===== src/rtl/btn_step_conditioner_pkg.sv =====
// Shared types and default 100 MHz timing for the push-button step conditioner.
// Also provides the counter-width helper used by the top.
package btn_pkg;

  typedef enum logic [1:0] {
    IDLE    = 2'd0,
    PRESSED = 2'd1,
    REPEAT  = 2'd2
  } btn_state_t;

  localparam int unsigned DEF_DEBOUNCE_CYCLES = 1_000_000;   // 10 ms
  localparam int unsigned DEF_HOLD_CYCLES     = 50_000_000;  // 0.5 s
  localparam int unsigned DEF_REPEAT_CYCLES   = 20_000_000;  // 0.2 s

  // Width that holds the largest of the three terminal counts.
  function automatic int unsigned cnt_width(input int unsigned a,
                                            input int unsigned b,
                                            input int unsigned c);
    int unsigned m;
    m = a;
    if (b > m) m = b;
    if (c > m) m = c;
    return $clog2(m + 1);
  endfunction

endpackage


===== src/rtl/btn_step_conditioner_sync_2ff.sv =====
// Generic 1-bit two-flop synchronizer for asynchronous inputs (button, switches).
// Reset value is a parameter so idle-high inputs can reset to their idle level.
module sync_2ff #(
  parameter logic RST_VAL = 1'b0
) (
  input  logic clk,
  input  logic rst_n,
  input  logic d,
  output logic q
);

  logic meta;

  // NOTE: clocked state is always written with non-blocking assignments so
  // every flop samples the pre-edge value; blocking here would collapse the
  // two stages into one.
  always_ff @(posedge clk or negedge rst_n) begin
    if (!rst_n) begin
      meta <= RST_VAL;
      q    <= RST_VAL;
    end else begin
      meta <= d;
      q    <= meta;
    end
  end

endmodule


===== src/rtl/btn_step_conditioner.sv =====
// Debounces BTNC and turns it into press/release/step strobes in the CLK100MHZ
// domain, with optional hold-to-repeat stepping for the downstream counter.
module btn_step_conditioner
  import btn_pkg::*;
#(
  parameter int unsigned DEBOUNCE_CYCLES = DEF_DEBOUNCE_CYCLES,
  parameter int unsigned HOLD_CYCLES     = DEF_HOLD_CYCLES,
  parameter int unsigned REPEAT_CYCLES   = DEF_REPEAT_CYCLES
) (
  input  logic CLK100MHZ,
  input  logic CPU_RESETN,
  input  logic btn_in,
  input  logic repeat_en,
  output logic btn_level,
  output logic press_pulse,
  output logic release_pulse,
  output logic step_pulse
);

  localparam int unsigned CNT_W = cnt_width(DEBOUNCE_CYCLES, HOLD_CYCLES, REPEAT_CYCLES);
  typedef logic [CNT_W-1:0] cnt_t;

  localparam cnt_t DBC_LAST  = cnt_t'(DEBOUNCE_CYCLES - 1);
  localparam cnt_t HOLD_LAST = cnt_t'(HOLD_CYCLES - 1);
  localparam cnt_t REP_LAST  = cnt_t'(REPEAT_CYCLES - 1);

  // Timers shorter than two cycles would allow back-to-back step strobes.
  if (DEBOUNCE_CYCLES < 1 || HOLD_CYCLES < 2 || REPEAT_CYCLES < 2) begin : g_bad_timing
    $error("btn_step_conditioner: DEBOUNCE_CYCLES>=1, HOLD_CYCLES>=2, REPEAT_CYCLES>=2 required");
  end

  logic btn_s;

  sync_2ff #(.RST_VAL(1'b0)) u_sync (
    .clk   (CLK100MHZ),
    .rst_n (CPU_RESETN),
    .d     (btn_in),
    .q     (btn_s)
  );

  // Debounce: any cycle where btn_s agrees with the accepted level discards
  // all progress, so only an unbroken run of DEBOUNCE_CYCLES flips it.
  logic deb_level;
  cnt_t dbc;

  always_ff @(posedge CLK100MHZ or negedge CPU_RESETN) begin
    if (!CPU_RESETN) begin
      dbc       <= '0;
      deb_level <= 1'b0;
    end else if (btn_s == deb_level) begin
      dbc <= '0;
    end else if (dbc == DBC_LAST) begin
      dbc       <= '0;
      deb_level <= ~deb_level;
    end else begin
      dbc <= dbc + 1'b1;
    end
  end

  // btn_level is the registered copy of deb_level, so a mismatch marks the
  // single cycle in which a level change has just been accepted.
  logic deb_rise, deb_fall;
  assign deb_rise =  deb_level & ~btn_level;
  assign deb_fall = ~deb_level &  btn_level;

  btn_state_t state, state_n;
  cnt_t       tmr, tmr_n;
  logic       press_n, release_n, step_n;

  // NOTE: every signal assigned in this block gets a default first, so no
  // path through the case statement can leave one unassigned and infer a latch.
  always_comb begin
    state_n   = state;
    tmr_n     = tmr;
    press_n   = 1'b0;
    release_n = 1'b0;
    step_n    = 1'b0;

    unique case (state)
      IDLE: begin
        tmr_n = '0;
        if (deb_rise) begin
          state_n = PRESSED;
          press_n = 1'b1;
          step_n  = 1'b1;
        end
      end

      PRESSED: begin
        if (deb_fall) begin
          state_n   = IDLE;
          release_n = 1'b1;
          tmr_n     = '0;
        end else if (!repeat_en) begin
          tmr_n = '0;
        end else if (tmr == HOLD_LAST) begin
          state_n = REPEAT;
          step_n  = 1'b1;
          tmr_n   = '0;
        end else begin
          tmr_n = tmr + 1'b1;
        end
      end

      REPEAT: begin
        // Release outranks a coincident timer expiry: no step on that cycle.
        if (deb_fall) begin
          state_n   = IDLE;
          release_n = 1'b1;
          tmr_n     = '0;
        end else if (!repeat_en) begin
          state_n = PRESSED;
          tmr_n   = '0;
        end else if (tmr == REP_LAST) begin
          step_n = 1'b1;
          tmr_n  = '0;
        end else begin
          tmr_n = tmr + 1'b1;
        end
      end

      default: begin
        state_n = IDLE;
        tmr_n   = '0;
      end
    endcase
  end

  always_ff @(posedge CLK100MHZ or negedge CPU_RESETN) begin
    if (!CPU_RESETN) begin
      state         <= IDLE;
      tmr           <= '0;
      btn_level     <= 1'b0;
      press_pulse   <= 1'b0;
      release_pulse <= 1'b0;
      step_pulse    <= 1'b0;
    end else begin
      state         <= state_n;
      tmr           <= tmr_n;
      btn_level     <= deb_level;
      press_pulse   <= press_n;
      release_pulse <= release_n;
      step_pulse    <= step_n;
    end
  end

endmodule

===== config.mk =====
export PLATFORM = sky130hd
export DESIGN_NAME = btn_step_conditioner
export DESIGN_NICKNAME = d
export VERILOG_FILES = /design/src/rtl/btn_step_conditioner_pkg.sv /design/src/rtl/btn_step_conditioner_sync_2ff.sv /design/src/rtl/btn_step_conditioner.sv
export SDC_FILE = /design/constraint.sdc
export NUM_CORES = 1
export LEC_CHECK = 0
export BUFFER_PORTS_ARGS = -buffer_cell sky130_fd_sc_hd__buf_2
export CORE_MARGIN = 1
export CORE_UTILIZATION = 60
export CTS_BUF_LIST = sky130_fd_sc_hd__clkbuf_8
export DETAILED_ROUTE_END_ITERATION = 8
export GPL_ROUTABILITY_DRIVEN = 0
export PLACE_DENSITY = 0.81
export SLEW_MARGIN = 20
export SYNTH_ARGS = -nofsm -noshare
export SYNTH_HDL_FRONTEND = slang
export SYNTH_SLANG_ARGS = --single-unit

===== constraint.sdc =====
create_clock -name CLK100MHZ -period 3.1 [get_ports CLK100MHZ]
set_input_delay 0.31 -clock CLK100MHZ [delete_from_list [all_inputs] [get_ports CLK100MHZ]]
set_output_delay 0.31 -clock CLK100MHZ [all_outputs]
set_load 0.1 [all_outputs]

==> results of run 1 <==
==> logic make-up (layout without fill, tap and decap cells) <==
kind of cell / count (synthesis) / count (layout) / share of synthesized area
multiplexers: 1 / 1 / 0.00370
XOR/XNOR: 48 / 48 / 0.138
AO/OA/AOI/OAI: 13 / 13 / 0.0304
adder cells (fa/ha/maj): 6 / 6 / 0.0247
flip-flops: 61 / 61 / 0.501
buffers and inverters: 16 / 37 / 0.0234
AND/OR/NAND/NOR: 167 / 167 / 0.279
==> layout by cell type, fill, tap and decap left out, drive strengths merged, types with 2 or more instances in the layout <==
master	synthesis	final
a21oi	4	4
and3	13	13
and4	3	3
buf	2	11
clkbuf	4	10
clkinv	0	4
dfrtp	61	61
ha	6	6
inv	10	11
nand2	25	25
nand2b	3	3
nand3	19	19
nand4	15	15
nor2	64	64
nor3	5	5
nor4	8	8
nor4b	5	5
o21ai	2	2
or4	4	4
xnor2	20	20
xor2	28	28
==> power by group <==
| group | switching (W) | total, W | internal [W] | leakage, nW |
|---|---|---|---|---|
| clock | 0.000302 | 0.000686 | 0.000384 | 0.107 |
| sequential | 0.00000550 | 0.000806 | 0.000800 | 0.845 |
| combinational | 0.0000244 | 0.0000312 | 0.00000677 | 0.497 |
==> through the flow <==
stage | util | cell area (um2) | setup WS [ps]
finish | 0.696 | 3350 | 578
floorplan | - | 3050 | 858
CTS | 0.696 | 3350 | 582
global route | 0.696 | 3350 | 341
global placement | 0.656 | 3160 | 662
detailed placement | 0.656 | 3160 | 598
==> worst max path at each step <==
stage | startpoint | cells after the start | endpoint
after floorplan | tmr[8] | 6 | tmr[18]
after global placement | tmr[8] | 5 | tmr[7]
after detailed placement | tmr[8] | 5 | tmr[12]
after CTS | tmr[8] | 5 | tmr[17]
after global routing | tmr[0] | 6 | tmr[17]
final | tmr[8] | 5 | tmr[17]
==> cell type report <==
class / count / area (um2)
well taps: 67 / 83.8
fillers: 379 / 1470
clock inverters: 6 / 53.8
multi-input cells: 235 / 1450
flip-flops and latches: 61 / 1530
clock buffers: 10 / 138
inverters: 10 / 37.5
repair buffers: 11 / 65.1
==> flip-flops by register name, indices dropped and copies added, names as in the netlist <==
register       flops
dbc               26
tmr               26
state              2
btn_level          1
deb_level          1
press_pulse        1
release_pulse      1
step_pulse         1
u_sync.meta        1
u_sync.q           1
==> per-layer routing <==
| metal | routed length (um) | part of all wire |
|---|---|---|
| met5 | 0 | 0 |
| met4 | 97 | 0.017 |
| met3 | 281 | 0.048 |
| met2 | 2700 | 0.46 |
| met1 | 2790 | 0.48 |
==> summary.txt, run 1 <==
Timing
  • Fmax: 0.396 GHz
  • Worst Max-Slew Pin Slew: 807 ps
  • Min Hold Slack: 63.1 ps
  • Fin. Hold Viols: 0
  • Final Cycle Share: 0.814
  • RSZ-0062 raised after global routing: false
  • Final worst path period need: 2520 ps
  • Final Max Tran Viols: 0
  • Sum Neg Setup Slack: 0 ps
  • Final setup fails: 0
  • Rel. slew slack: 0.462
  • Worst-case clock skew: 6.96 ps

Drt
  • First drt pass iteration count: 4
  • Post-Route WL: 5870 um
  • DR vias/cell: 5.69
  • Detail Route Antenna Nets: 0
  • WL/cell: 14.7 um
  • Vias after detailed routing: 2276
  • Initial DRC Count: 249
  • DRC violations left: 0

Setup path
  • Worst Path Buf+Inv: 0
  • Worst-path fanout max: 25
  • Reg2Reg Capture Point: tmr[17]
  • Reg2Reg Setup Slack: 580 ps
  • WP data required: 3300 ps
  • Startpoint types: flip-flop
  • R2R cell count: 5
  • R2r startpoint: tmr[8]
  • Top delay family on crit path: simple AND/OR/NAND/NOR gates
  • Kind of critical path: flip-flop to flip-flop
  • Crit end category: flip-flop
  • Cells along the critical path: or4b_1, or4_4, nor3_1, o22a_2, nor2_1
  • Worst stage delay on the critical path: 520 ps
  • Critical-path top delay cell: or4b_1
  • Worst EP arrival: 2720 ps

Yosys
  • Synthesized instance count: 312
  • Primary FF master, synth: dfrtp_1
  • Top cell type's share of synthesized area: 0.501
  • Most instantiated library cell after synthesis: nor2_1
  • Synth cell count leaders: nor2_1, dfrtp_1, xor2_1
  • Netlist cell types: 36
  • Register area share after synthesis: 0.501
  • Syn Nets: 322
  • Synth Register Bits: 61
  • Syn. warnings: 0
  • Mean Syn Cell Area: 9.76 um2
  • Top area cells in the synthesized netlist: dfrtp_1, xor2_1, nor2_1
  • Post-synth ARST share: 1.00
  • Post-synthesis cell area: 3050 um2
  • Yosys top cell by area: dfrtp_1
  • Post-synth EDFFs: 0

Cells and area
  • Finished Layout Cells: 400
  • Area Growth Syn to Fin: 10.1%
  • Final nets: 338
  • Ant diodes: 0
  • Share of layout cells above drive strength 1: 0.0991

Floorplan
  • Initial Utilization: 0.632
  • Die width: 73.2 um
  • # rows: 25
  • I/O pin count: 8
  • Die area: 5360 um2
  • Die height: 73.2 um
  • Core area: 4820 um2

GRT
  • GR Layer Usage met1: 0.365
  • Met3 track demand over resource: 0.0497
  • First-pass GRT wire length: 10200 um
  • Initial antenna violation count: 0
  • Congestion Overflow GR: 0
  • GRT Overall Usage: 0.256
  • Grt peak-use layer: met2
  • Vias in the first global route: 2122
  • Largest net degree at the start of global routing: 38
  • GR Util met2: 0.382

Power
  • Tot Pwr: 0.00152 W
  • Max VDD drop: 0.000424 V
  • Pwr per Cell Area: 454 nW/um2
  • P_leak: 1.45 nW

Clock network
  • Clock Tree Buf Depth: 2
  • Postcts setup bufs: 0
  • Root Driver: clkbuf_8
  • Post-CTS sizing: 0
  • Cts-stage hold buffer count: 0
  • Clk Latency, worst-skew pair: 340 ps
  • CTS HTree Levels: 3
  • CTS tree: yes
  • Num CTS Buffers: 9
  • Clock-pin slew on the worst setup and hold paths: 70 ps
  • Clk sinks: 61

Min path
  • Min-delay worst type: input port to async pin

Run
  • Max Cap Viol: 0

Place
  • HPWL after DPL: 3870 um
  • PortBufs: 7
  • # placed instances: 384

Outcome
  • Run status: completed
Power figures use the tool's default switching activity.
==> run 2: changes to the inputs <==
--- a/config.mk
+++ b/config.mk
@@ -7,11 +7,11 @@
 export LEC_CHECK = 0
 export BUFFER_PORTS_ARGS = -buffer_cell sky130_fd_sc_hd__buf_2
 export CORE_MARGIN = 1
-export CORE_UTILIZATION = 60
+export CORE_UTILIZATION = 58
 export CTS_BUF_LIST = sky130_fd_sc_hd__clkbuf_8
 export DETAILED_ROUTE_END_ITERATION = 8
 export GPL_ROUTABILITY_DRIVEN = 0
-export PLACE_DENSITY = 0.81
+export PLACE_DENSITY = 0.82
 export SLEW_MARGIN = 20
 export SYNTH_ARGS = -nofsm -noshare
 export SYNTH_HDL_FRONTEND = slang
==> constraint.sdc (replaced) <==
create_clock -name CLK100MHZ -period 2.2 [get_ports CLK100MHZ]
set_input_delay 0.22 -clock CLK100MHZ [delete_from_list [all_inputs] [get_ports CLK100MHZ]]
set_output_delay 0.22 -clock CLK100MHZ [all_outputs]
set_load 0.1 [all_outputs]
==> summary.txt, run 2 (synthesized netlist as in run 1, its figures left out) <==
Clock network
  • Num CTS Buffers: 9
  • Clk Latency, worst-skew pair: 340 ps
  • Root Driver: clkbuf_8
  • Clock-pin slew on the worst setup and hold paths: 70 ps
  • Clk sinks: 61
  • CTS HTree Levels: 3
  • Clock Tree Buf Depth: 2
  • Postcts setup bufs: 0
  • CTS tree: yes

GRT
  • GRT Overall Usage: 0.240
  • First-pass GRT wire length: 9830 um
  • Vias in the first global route: 2149
  • Largest net degree at the start of global routing: 37
  • Congestion Overflow GR: 0
  • Initial antenna violation count: 0

Setup path
  • Worst-path fanout max: 25
  • Crit end category: flip-flop
  • Worst stage delay on the critical path: 510 ps
  • Worst Path Buf+Inv: 1
  • Top delay family on crit path: simple AND/OR/NAND/NOR gates
  • Worst EP arrival: 2380 ps
  • WP data required: 2420 ps
  • Startpoint types: flip-flop
  • Critical-path top delay cell: or4b_1
  • Kind of critical path: flip-flop to flip-flop
  • Cells along the critical path: or4b_1, or4_4, nor3_2, o22a_2, buf_12, nor2_1

Cells and area
  • Fillers: 377
  • Final nets: 350
  • Most frequent cells in the layout: nor2_1, dfrtp_1, xor2_1
  • Share of layout cells above drive strength 1: 0.125
  • Final Util: 0.691
  • Ant diodes: 0
  • Biggest regs: dbc x26, tmr x26, state x2
  • Commonest non-fill, non-tap cell in the layout: nor2_1
  • Area Growth Syn to Fin: 15.2%

Drt
  • DRC violations left: 0
  • Vias after detailed routing: 2317
  • Initial DRC Count: 169
  • First drt pass iteration count: 5
  • DR vias/cell: 5.58
  • Post-Route WL: 6040 um
  • Detail Route Antenna Nets: 0
  • WL/cell: 14.6 um

Floorplan
  • Die height: 74.5 um
  • I/O pin count: 8
  • Die area: 5540 um2
  • Core area: 5070 um2
  • Initial Utilization: 0.600
  • Die width: 74.5 um
  • # rows: 26

Timing
  • Final worst path period need: 2160 ps
  • Final Max Tran Viols: 0
  • Final setup fails: 0
  • Final Cycle Share: 0.984
  • Rel. slew slack: 0.593
  • Min Hold Slack: 350 ps
  • Worst Max-Slew Pin Slew: 610 ps
  • RSZ-0062 raised after global routing: true
  • Worst-case clock skew: 9.84 ps
  • Fmax: 0.462 GHz
  • Fin. Hold Viols: 0

Place
  • HPWL after DPL: 3960 um
  • PortBufs: 7

Power
  • Tot Pwr: 0.00223 W
  • Max VDD drop: 0.000375 V
  • Pwr per Cell Area: 636 nW/um2
  • P_leak: 1.53 nW

Run
  • Max Cap Viol: 0

Min path
  • Min-delay worst type: flip-flop to flip-flop

Outcome
  • Run status: completed
[run 2: changes by cell type in the layout (fill, tap and decap cells not counted), sizes merged]
cell         previous run  this run
buf                    11        21
clkinv                  4         3
clkbuf                 10         9
dlygate4sd3             0         2
bufinv                  1         2
inv                    11        12
[run 2: report_power, final]
part           internal [W]  switching, W   total, W  leakage, nW
logic             0.0000166     0.0000354  0.0000521        0.573
clock network      0.000623      0.000423    0.00105        0.115
registers           0.00113    0.00000620    0.00113        0.845
[run 2: per-layer routing]
metal | track usage | share of wire
met3 | 0.0827 | 0.038
met5 | 0 | 0
met2 | 0.363 | 0.49
met1 | 0.316 | 0.46
met4 | 0.0943 | 0.010
[run 2: timing repair]
action	in CTS	in global routing
resized for setup	1	0
setup endpoints to repair	10	25
endpoints found under the hold margin	26	0
hold buffers	2	0
[run 2: stage by stage]
step / cells / worst slack, ps / TNS, ps / cell area, um2
2_1_floorplan: 312 / 23.8 / 0 / 3050
3_3_place_gp: 397 / 130 / 0 / 3280
3_5_place_dp: 397 / 71.0 / 0 / 3280
4_1_cts: 415 / 63.0 / 0 / 3510
5_1_grt: 415 / -35.2 / -351 / 3510
6_report: 415 / 35.5 / 0 / 3510
[run 2: layout make-up]
cell class              count  area [um2]  share of cell area
clock buffers               9         124              0.0353
repair buffers             23         198              0.0563
clock inverters             7        82.6              0.0235
inverters                  10        37.5              0.0107
multi-input cells         235        1450               0.414
flip-flops and latches     61        1530               0.435
well taps                  70        87.6              0.0250
[run 2: path summary, 6_finish.rpt]
kind	slack, ps	startpoint	to	depth (start not counted)
setup / recovery	40	tmr[8]	tmr[22]	6
max in group asynchronous	1170	CPU_RESETN	dbc[8]	3
min in group asynchronous	420	CPU_RESETN	tmr[9]	2
hold reg to reg	350	u_sync.meta	u_sync.q	0
setup reg to reg	40	tmr[8]	tmr[22]	6
hold / removal	350	u_sync.meta	u_sync.q	0
[run 2: worst register-to-register path, stage by stage (launching register included)]
cell,delay (ps)
dfrtp_1,370
or4b_1,510
or4_4,460
nor3_2,260
o22a_2,200
buf_12,160
nor2_1,80
